==> src/rtl/bmove_arbiter_pkg.sv <==
// Shared othello definitions: arbiter FSM encoding, requester indices and the
// operand bundle handed to the single b_move instance.
package bmove_arbiter_pkg;

  typedef enum logic [1:0] {
    ST_IDLE  = 2'd0,
    ST_ISSUE = 2'd1,
    ST_WAIT  = 2'd2,
    ST_DONE  = 2'd3
  } arb_state_t;

  localparam int REQ_GLUE = 0;  // glue FSM: human move / commit
  localparam int REQ_AI   = 1;  // game_ai search

  typedef struct packed {
    logic [63:0] r;
    logic [63:0] b;
    logic [2:0]  x;
    logic [2:0]  y;
    logic        pl;
  } operand_t;

endpackage

==> src/rtl/bmove_arbiter.sv <==
// Two-port round-robin arbiter sharing one b_move instance between the glue FSM
// and the AI search; pass requests bypass b_move and return the input boards.
module bmove_arbiter
  import bmove_arbiter_pkg::*;
#(
  parameter int LATENCY = 2
) (
  input  logic        clk,
  input  logic        RST,
  input  logic        req0,
  input  logic        req1,
  input  logic [63:0] r0_R,
  input  logic [63:0] r0_B,
  input  logic [63:0] r1_R,
  input  logic [63:0] r1_B,
  input  logic [2:0]  r0_x,
  input  logic [2:0]  r0_y,
  input  logic [2:0]  r1_x,
  input  logic [2:0]  r1_y,
  input  logic        r0_pl,
  input  logic        r1_pl,
  input  logic        r0_pass,
  input  logic        r1_pass,
  output logic [63:0] bm_R,
  output logic [63:0] bm_B,
  output logic [2:0]  bm_x,
  output logic [2:0]  bm_y,
  output logic        bm_player,
  input  logic [63:0] bm_R_OUT,
  input  logic [63:0] bm_B_OUT,
  output logic [63:0] res_R,
  output logic [63:0] res_B,
  output logic        done0,
  output logic        done1,
  output logic [1:0]  grant,
  output logic        busy
);

  localparam logic [2:0] CNT_LAST = 3'(LATENCY - 1);

  arb_state_t  r_state;
  arb_state_t  w_next;
  operand_t    r_op;
  operand_t    w_op;
  logic [2:0]  r_cnt;
  logic        r_owner;
  logic        r_last;
  logic [63:0] r_res_r;
  logic [63:0] r_res_b;
  logic        w_any;
  logic        w_pick;
  logic        w_pass;
  logic        w_grant_now;

  // Round-robin pick: a lone request always wins, a tie goes to the port not served last.
  always_comb begin
    // NOTE: every always_comb output gets a default first so no path can infer a latch.
    w_any  = req0 | req1;
    w_pick = (req0 && req1) ? ~r_last : req1;
    w_op   = '{r: r0_R, b: r0_B, x: r0_x, y: r0_y, pl: r0_pl};
    w_pass = r0_pass;
    if (w_pick) begin
      w_op   = '{r: r1_R, b: r1_B, x: r1_x, y: r1_y, pl: r1_pl};
      w_pass = r1_pass;
    end
  end

  assign w_grant_now = (r_state == ST_IDLE) && w_any;

  // State register.
  always_ff @(posedge clk) begin
    // NOTE: sequential state uses non-blocking assignments so every flop samples pre-edge values.
    if (RST) r_state <= ST_IDLE;
    else     r_state <= w_next;
  end

  // Next-state logic.
  always_comb begin
    w_next = r_state;
    unique case (r_state)
      ST_IDLE:  if (w_any) w_next = w_pass ? ST_DONE : ST_ISSUE;
      ST_ISSUE: w_next = ST_WAIT;
      ST_WAIT:  if (r_cnt == CNT_LAST) w_next = ST_DONE;
      ST_DONE:  w_next = ST_IDLE;
      default:  w_next = ST_IDLE;
    endcase
  end

  // Operand latch, wait counter and result capture.
  always_ff @(posedge clk) begin
    if (RST) begin
      r_op    <= '0;
      r_cnt   <= '0;
      r_owner <= 1'b0;
      r_last  <= 1'(REQ_AI);
      r_res_r <= '0;
      r_res_b <= '0;
    end else begin
      if (w_grant_now) begin
        r_owner <= w_pick;
        r_last  <= w_pick;
        // A pass never touches b_move, so its boards go straight to the result.
        if (w_pass) begin
          r_res_r <= w_op.r;
          r_res_b <= w_op.b;
        end else begin
          r_op <= w_op;
        end
      end
      if (r_state == ST_ISSUE)     r_cnt <= '0;
      else if (r_state == ST_WAIT) r_cnt <= r_cnt + 3'd1;
      if (r_state == ST_WAIT && r_cnt == CNT_LAST) begin
        r_res_r <= bm_R_OUT;
        r_res_b <= bm_B_OUT;
      end
    end
  end

  // Outputs decoded from state and owner.
  always_comb begin
    busy  = (r_state != ST_IDLE);
    grant = 2'b00;
    if (r_state != ST_IDLE) grant = r_owner ? 2'b10 : 2'b01;
    done0 = (r_state == ST_DONE) && (r_owner == 1'(REQ_GLUE));
    done1 = (r_state == ST_DONE) && (r_owner == 1'(REQ_AI));
  end

  assign bm_R      = r_op.r;
  assign bm_B      = r_op.b;
  assign bm_x      = r_op.x;
  assign bm_y      = r_op.y;
  assign bm_player = r_op.pl;
  assign res_R     = r_res_r;
  assign res_B     = r_res_b;

endmodule

==> config.mk <==
export PLATFORM = sky130hd
export DESIGN_NAME = bmove_arbiter
export DESIGN_NICKNAME = d
export VERILOG_FILES = /design/src/rtl/bmove_arbiter_pkg.sv /design/src/rtl/bmove_arbiter.sv
export SDC_FILE = /design/constraint.sdc
export NUM_CORES = 1
export LEC_CHECK = 0
export BUFFER_PORTS_ARGS = -buffer_cell sky130_fd_sc_hd__buf_2
export CAP_MARGIN = 0
export CORE_AREA = 2 2 262 264
export CTS_BUF_LIST = sky130_fd_sc_hd__clkbuf_8
export CTS_CLUSTER_SIZE = 24
export DETAILED_ROUTE_END_ITERATION = 8
export DIE_AREA = 0 0 264 266
export HOLD_SLACK_MARGIN = 0.08
export PLACE_DENSITY = 0.45
export SETUP_SLACK_MARGIN = 0.2
export SLEW_MARGIN = 20
export SYNTH_ARGS = -nofsm -noshare
export SYNTH_HDL_FRONTEND = slang
export SYNTH_SLANG_ARGS = --single-unit
==> constraint.sdc <==
create_clock -name clk -period 4.5 [get_ports clk]
set_input_delay 0.45 -clock clk [delete_from_list [all_inputs] [get_ports clk]]
set_output_delay 0.45 -clock clk [all_outputs]
set_load 0.01 [all_outputs]
# Yosys cells after proc, flatten, opt, wreduce, memory -nomap -nowiden
# Cells that the tools add are included.
dict set report classes {
  n_reduce_logical 13
  n_eq_ne 6
  add_sub_neg 1
  order_cmp 0
  multipliers 0
  shifts 0
  n_bitwise 4
  mux 15
  div_mod_pow 0
}
# operator n
set op_table {}
lappend op_table {{two-way mux 64 bit} 6}
lappend op_table {{two-way mux 135 bit} 1}
lappend op_table {{two-way mux 2 bit} 5}
lappend op_table {{one-hot mux 2 bit (4 select lines)} 1}
lappend op_table {{AND reduction 2 bit} 3}
lappend op_table {{nonzero test 2 bit} 3}
lappend op_table {{logical AND 1 bit} 5}
lappend op_table {{equality test 2 bit, second input constant} 2}
lappend op_table {{!= test 2 bit, second input constant} 2}
lappend op_table {{adder 3 x 1 -> 3 bit, second input constant} 1}
lappend op_table {{equality test 3 x 1 -> 1 bit, second input constant} 1}
lappend op_table {{NOT 1 bit} 3}
lappend op_table {{equality test 2 x 1 -> 1 bit, second input constant} 1}
lappend op_table {{zero test 2 bit} 1}
lappend op_table {{two-way mux 1 bit} 2}
lappend op_table {{OR reduction 2 bit} 1}
lappend op_table {{OR 1 bit} 1}
dict set report word_totals {
  register_bits 270
  word_cells 50
  latchBits 0
  romBits 0
  inputBits 404
  memories 0
  output_inout_bits 268
  ramBits 0
}

# Depth between registers and ports, before layout
dict set report depth {
  depth_word 6
  depth_mapped 9
  depth_no_buf 6
}

# Least setup slack after synthesis
# No wires, ideal clock.
dict set report synth_timing {
  path_kind {flip-flop to flip-flop}
  startpoint {register r_state[0]}
  endpoint {register r_res_r[42], in the netlist res_R[42]}
  required_time_ps 4370
  stages_incl_launch_ff 9
  period_less_slack_ps 1894
  setup_time_ps 130
  t_arrival_ps 1763
  path_buffers 3
  path_slack_ps 2606
  cell_sequence {dfxtp_1 > inv_1 > ha_1 > buf_2 > and2_1 > a32oi_1 > buf_2 > clkbuf_1 > o31ai_1}
}
dict set report synth_between {
  elab_chain_cells 4
  elab_cells_between_ends 8
  cone_classes {1 x eq/ne; 1 x mux; 6 x reduce/logical}
}
# item line_no
set synth_rtl {}
lappend synth_rtl {{from (decl)} bmove_arbiter.sv:41} ;# arb_state_t r_state;
lappend synth_rtl {{from (signal assigned)} bmove_arbiter.sv:74} ;# else r_state <= w_next;
lappend synth_rtl {{equality test 2 bit / zero test 2 bit (equally long branches)} {bmove_arbiter.sv:112, bmove_arbiter.sv:68}}
lappend synth_rtl {{logical AND 1 bit (on tied branches)} {bmove_arbiter.sv:112, bmove_arbiter.sv:68}}
lappend synth_rtl {{nonzero test 2 bit (no line)} --}
lappend synth_rtl {{AND reduction 2 bit (no line)} --}
lappend synth_rtl {{to (signal assigned)} bmove_arbiter.sv:104} ;# r_res_r <= w_op.r;
lappend synth_rtl {{to (signal assigned)} bmove_arbiter.sv:113} ;# r_res_r <= bm_R_OUT;
lappend synth_rtl {{to (decl)} bmove_arbiter.sv:48} ;# logic [63:0] r_res_r;
# Several ways; a longest one is shown, not always the timed one.
# A chain may end at the register's enable or synchronous reset.

# Final worst setup path
dict set report layout_timing {
  startpoint {register r_state[0]}
  endpoint {register r_res_r[12], in the netlist res_R[12]}
}
# Same word-level chain as after synthesis.

==> flow_summary.yaml <==
sta:
  rsz0062_at_grt: "no"
  slew_viol_final: 0
  hold_violations: 0
  maxSlewHeadroom: 0.2958
  clock.fmax_ghz: 0.3697
  finalClockSkew_ns: 0.01224
  worstMarginPinSlew_ns: 1.056
  fin_crit_sh: 0.6011
  setup_viol: 0
  fin_crit_ns: 2.705
  setup_tns_ns: 0
critical_path:
  crit_arrival_ns: 3.19
  cp-start-kind: "flip-flop"
  worst_path_max_delay_cell: "nor2b_4"
  crit_chain: "inv_1 -> ha_1 -> nand3b_1 -> nor2b_4 -> buf_12 -> a32oi_1 -> o31ai_1"
  cp-end-kind: "flip-flop"
  max_stage_delay_ns: 0.60
  required_ns: 4.99
  cp_top_family: "simple AND/OR/NAND/NOR gates"
  crit_buf_inv: 2
  crit_type: "reg -> reg"
  crit_fanout: 69
clock_network:
  cts_buffers: 51
  cts_tree: "done"
  cts_hold_buf: 127
  post_cts_buffers: 0
  insertion_delay_ns: 0.59
  cts_buffer_depth: 3
  post_cts_resized: 0
  htreeDepth: 2
  root_buffer: "clkbuf_8"
  clk_pin_slew_worst_paths_ns: 0.06
  cts.sinks: 270
pwr:
  leakage_uw: 0.007874
  power_density_nw_per_um2: 489.2
  total_power_uw: 8729
  peakVddDrop_uv: 270.9
place:
  dp_hpwl_um: 37190
  io_buffers: 671
  gp_congestion: 0.8596
  place_area_um2: 15570
  numPlacedInstances: 2561
die:
  die_y_um: 266
  die_w_um: 264
  initial_utilization: 0.1666
  core_um2: 67750
  dieArea_um2: 70220
  boundaryPins: 672
  fp-row-count: 96
logic_synthesis:
  synth_area_leaders: "dfxtp_1, mux2i_1, a32oi_1"
  synth_area_um2: 11280
  syn-num-nets: 1523
  syn_inst: 1113
  synth_area_per_cell_um2: 10.14
  synth_warnings: 0
  ys_seq_area_frac: 0.4790
  synth_top_area_cell: "dfxtp_1"
  ys_types: 27
  ys_seq_elements: 270
  yosysTopAreaCellShare: 0.4790
route:
  ant_nets: 0
  drt-total-wl_um: 50850
  firstDrtPassIters: 5
  viasPerCell: 4.398
  drc_errors: 0
  num_vias: 12210
  wl_per_cell_um: 18.31
  drt-initial-drc-count: 619
layout:
  synthToLayoutAreaGrowth_pct: 58.14
  seq_area_um2: 5405
  final_common_cell: "buf_2"
  design_area_um2: 17840
  multi_input_area_um2: 5335
  layout_common_cells: "buf_2, dfxtp_1, nor2_1"
  layout.nets: 2269
  drive_gt1_frac: 0.4083
  n_fill_cell: 7365
  final_cells: 2777
min_path:
  hold_path.class: "in -> reg"
global_routing:
  antenna_found_initial: 8
  grt_max_degree: 141
  grt_pass1_wl_um: 74350
  first_global_vias: 12130
  track_usage: 0.1357
  grt-ovfl-total: 0
run_status:
  outcome: "complete, no violations"
flow_run:
  drv_cap: 0
==> routing by layer <==
metal / GRT usage / vias up / routed length [µm]
li1: - / 5867 / -
met1: 0.1651 / 5736 / 21450
met2: 0.2326 / 498 / 24470
met3: 0.03262 / 104 / 3388
met4: 0.04868 / 8 / 1489
met5: 0 / - / 54
==> Yosys cell counts (all sizes together) <==
library cell  instances
nor3                  2
o211ai                1
ha                    6
xnor2                 2
a211oi              135
buf                  78
o31ai               129
nand2b                3
a221o                 1
and2                  3
mux2i               135
a21boi                1
nand3b                1
a2111oi               1
mux2                  1
dfxtp               270
a32oi               129
a32o                  1
nor2                145
nand2                 2
nor3b                 1
nor2b                 5
clkbuf               55
inv                   4
a22oi                 2
==> report_power, final <==
group | switching, µW | total (µW) | internal [µW]
clock | 1050 | 2370 | 1320
combinational | 1840 | 3070 | 1220
sequential | 325 | 3290 | 2970
==> worst reg2reg max path: stages (launching register included) <==
cell and delay (ns):
dfxtp_1 0.39, inv_1 0.09, ha_1 0.29, nand3b_1 0.26
nor2b_4 0.60, buf_12 0.32, a32oi_1 0.51, o31ai_1 0.14
==> per-stage QoR <==
step / worst slack [ns] / hold WS, ns / util
2_1_floorplan: 2.606 / 0.4722 / -
3_3_place_gp: 1.743 / 0.4703 / 0.2299
3_5_place_dp: 1.740 / 0.4734 / 0.2299
4_1_cts: 1.828 / 0.08289 / 0.2633
5_1_grt: 1.693 / 0.1129 / 0.2634
6_report: 1.795 / 0.1575 / 0.2634
==> cells by family (layout without fill, tap and decap cells) <==
family,Yosys count,after routing,share of synthesized area
adder cells (fa/ha/maj),6,6,0.006653
buffers and inverters,137,917,0.05345
other,0,2,0
flip-flops,270,270,0.4790
AO/OA/AOI/OAI,400,400,0.2813
multiplexers,136,136,0.1208
XOR/XNOR,2,2,0.001553
AND/OR/NAND/NOR,162,162,0.05722
==> registers in the layout (all words and copies together), names as in the netlist <==
signal,flops
res_B,64
r_state,2
r_owner,1
bm_y,3
r_last,1
bm_x,3
res_R,64
r_cnt,3
bm_R,64
bm_player,1
bm_B,64
==> worst paths after layout <==
kind,start,end,slack [ns],cells past startpoint
min reg2reg,res_R[39],res_R[39],0.48,2
max reg2reg,r_state[0],res_R[12],1.80,7
max,r_state[0],res_R[12],1.80,7
min,req1,r_last,0.16,2
==> layout make-up <==
type,instances,share of cell area
repair buffers,826,0.2793
clock inverters,23,0.006451
well taps,882,0.06185
multi-input cells,706,0.2990
flip-flops and latches,270,0.3029
clock buffers,64,0.04937
diodes,2,0.0002805
inverters,4,0.0008415
Power figures use the tool's default switching activity.
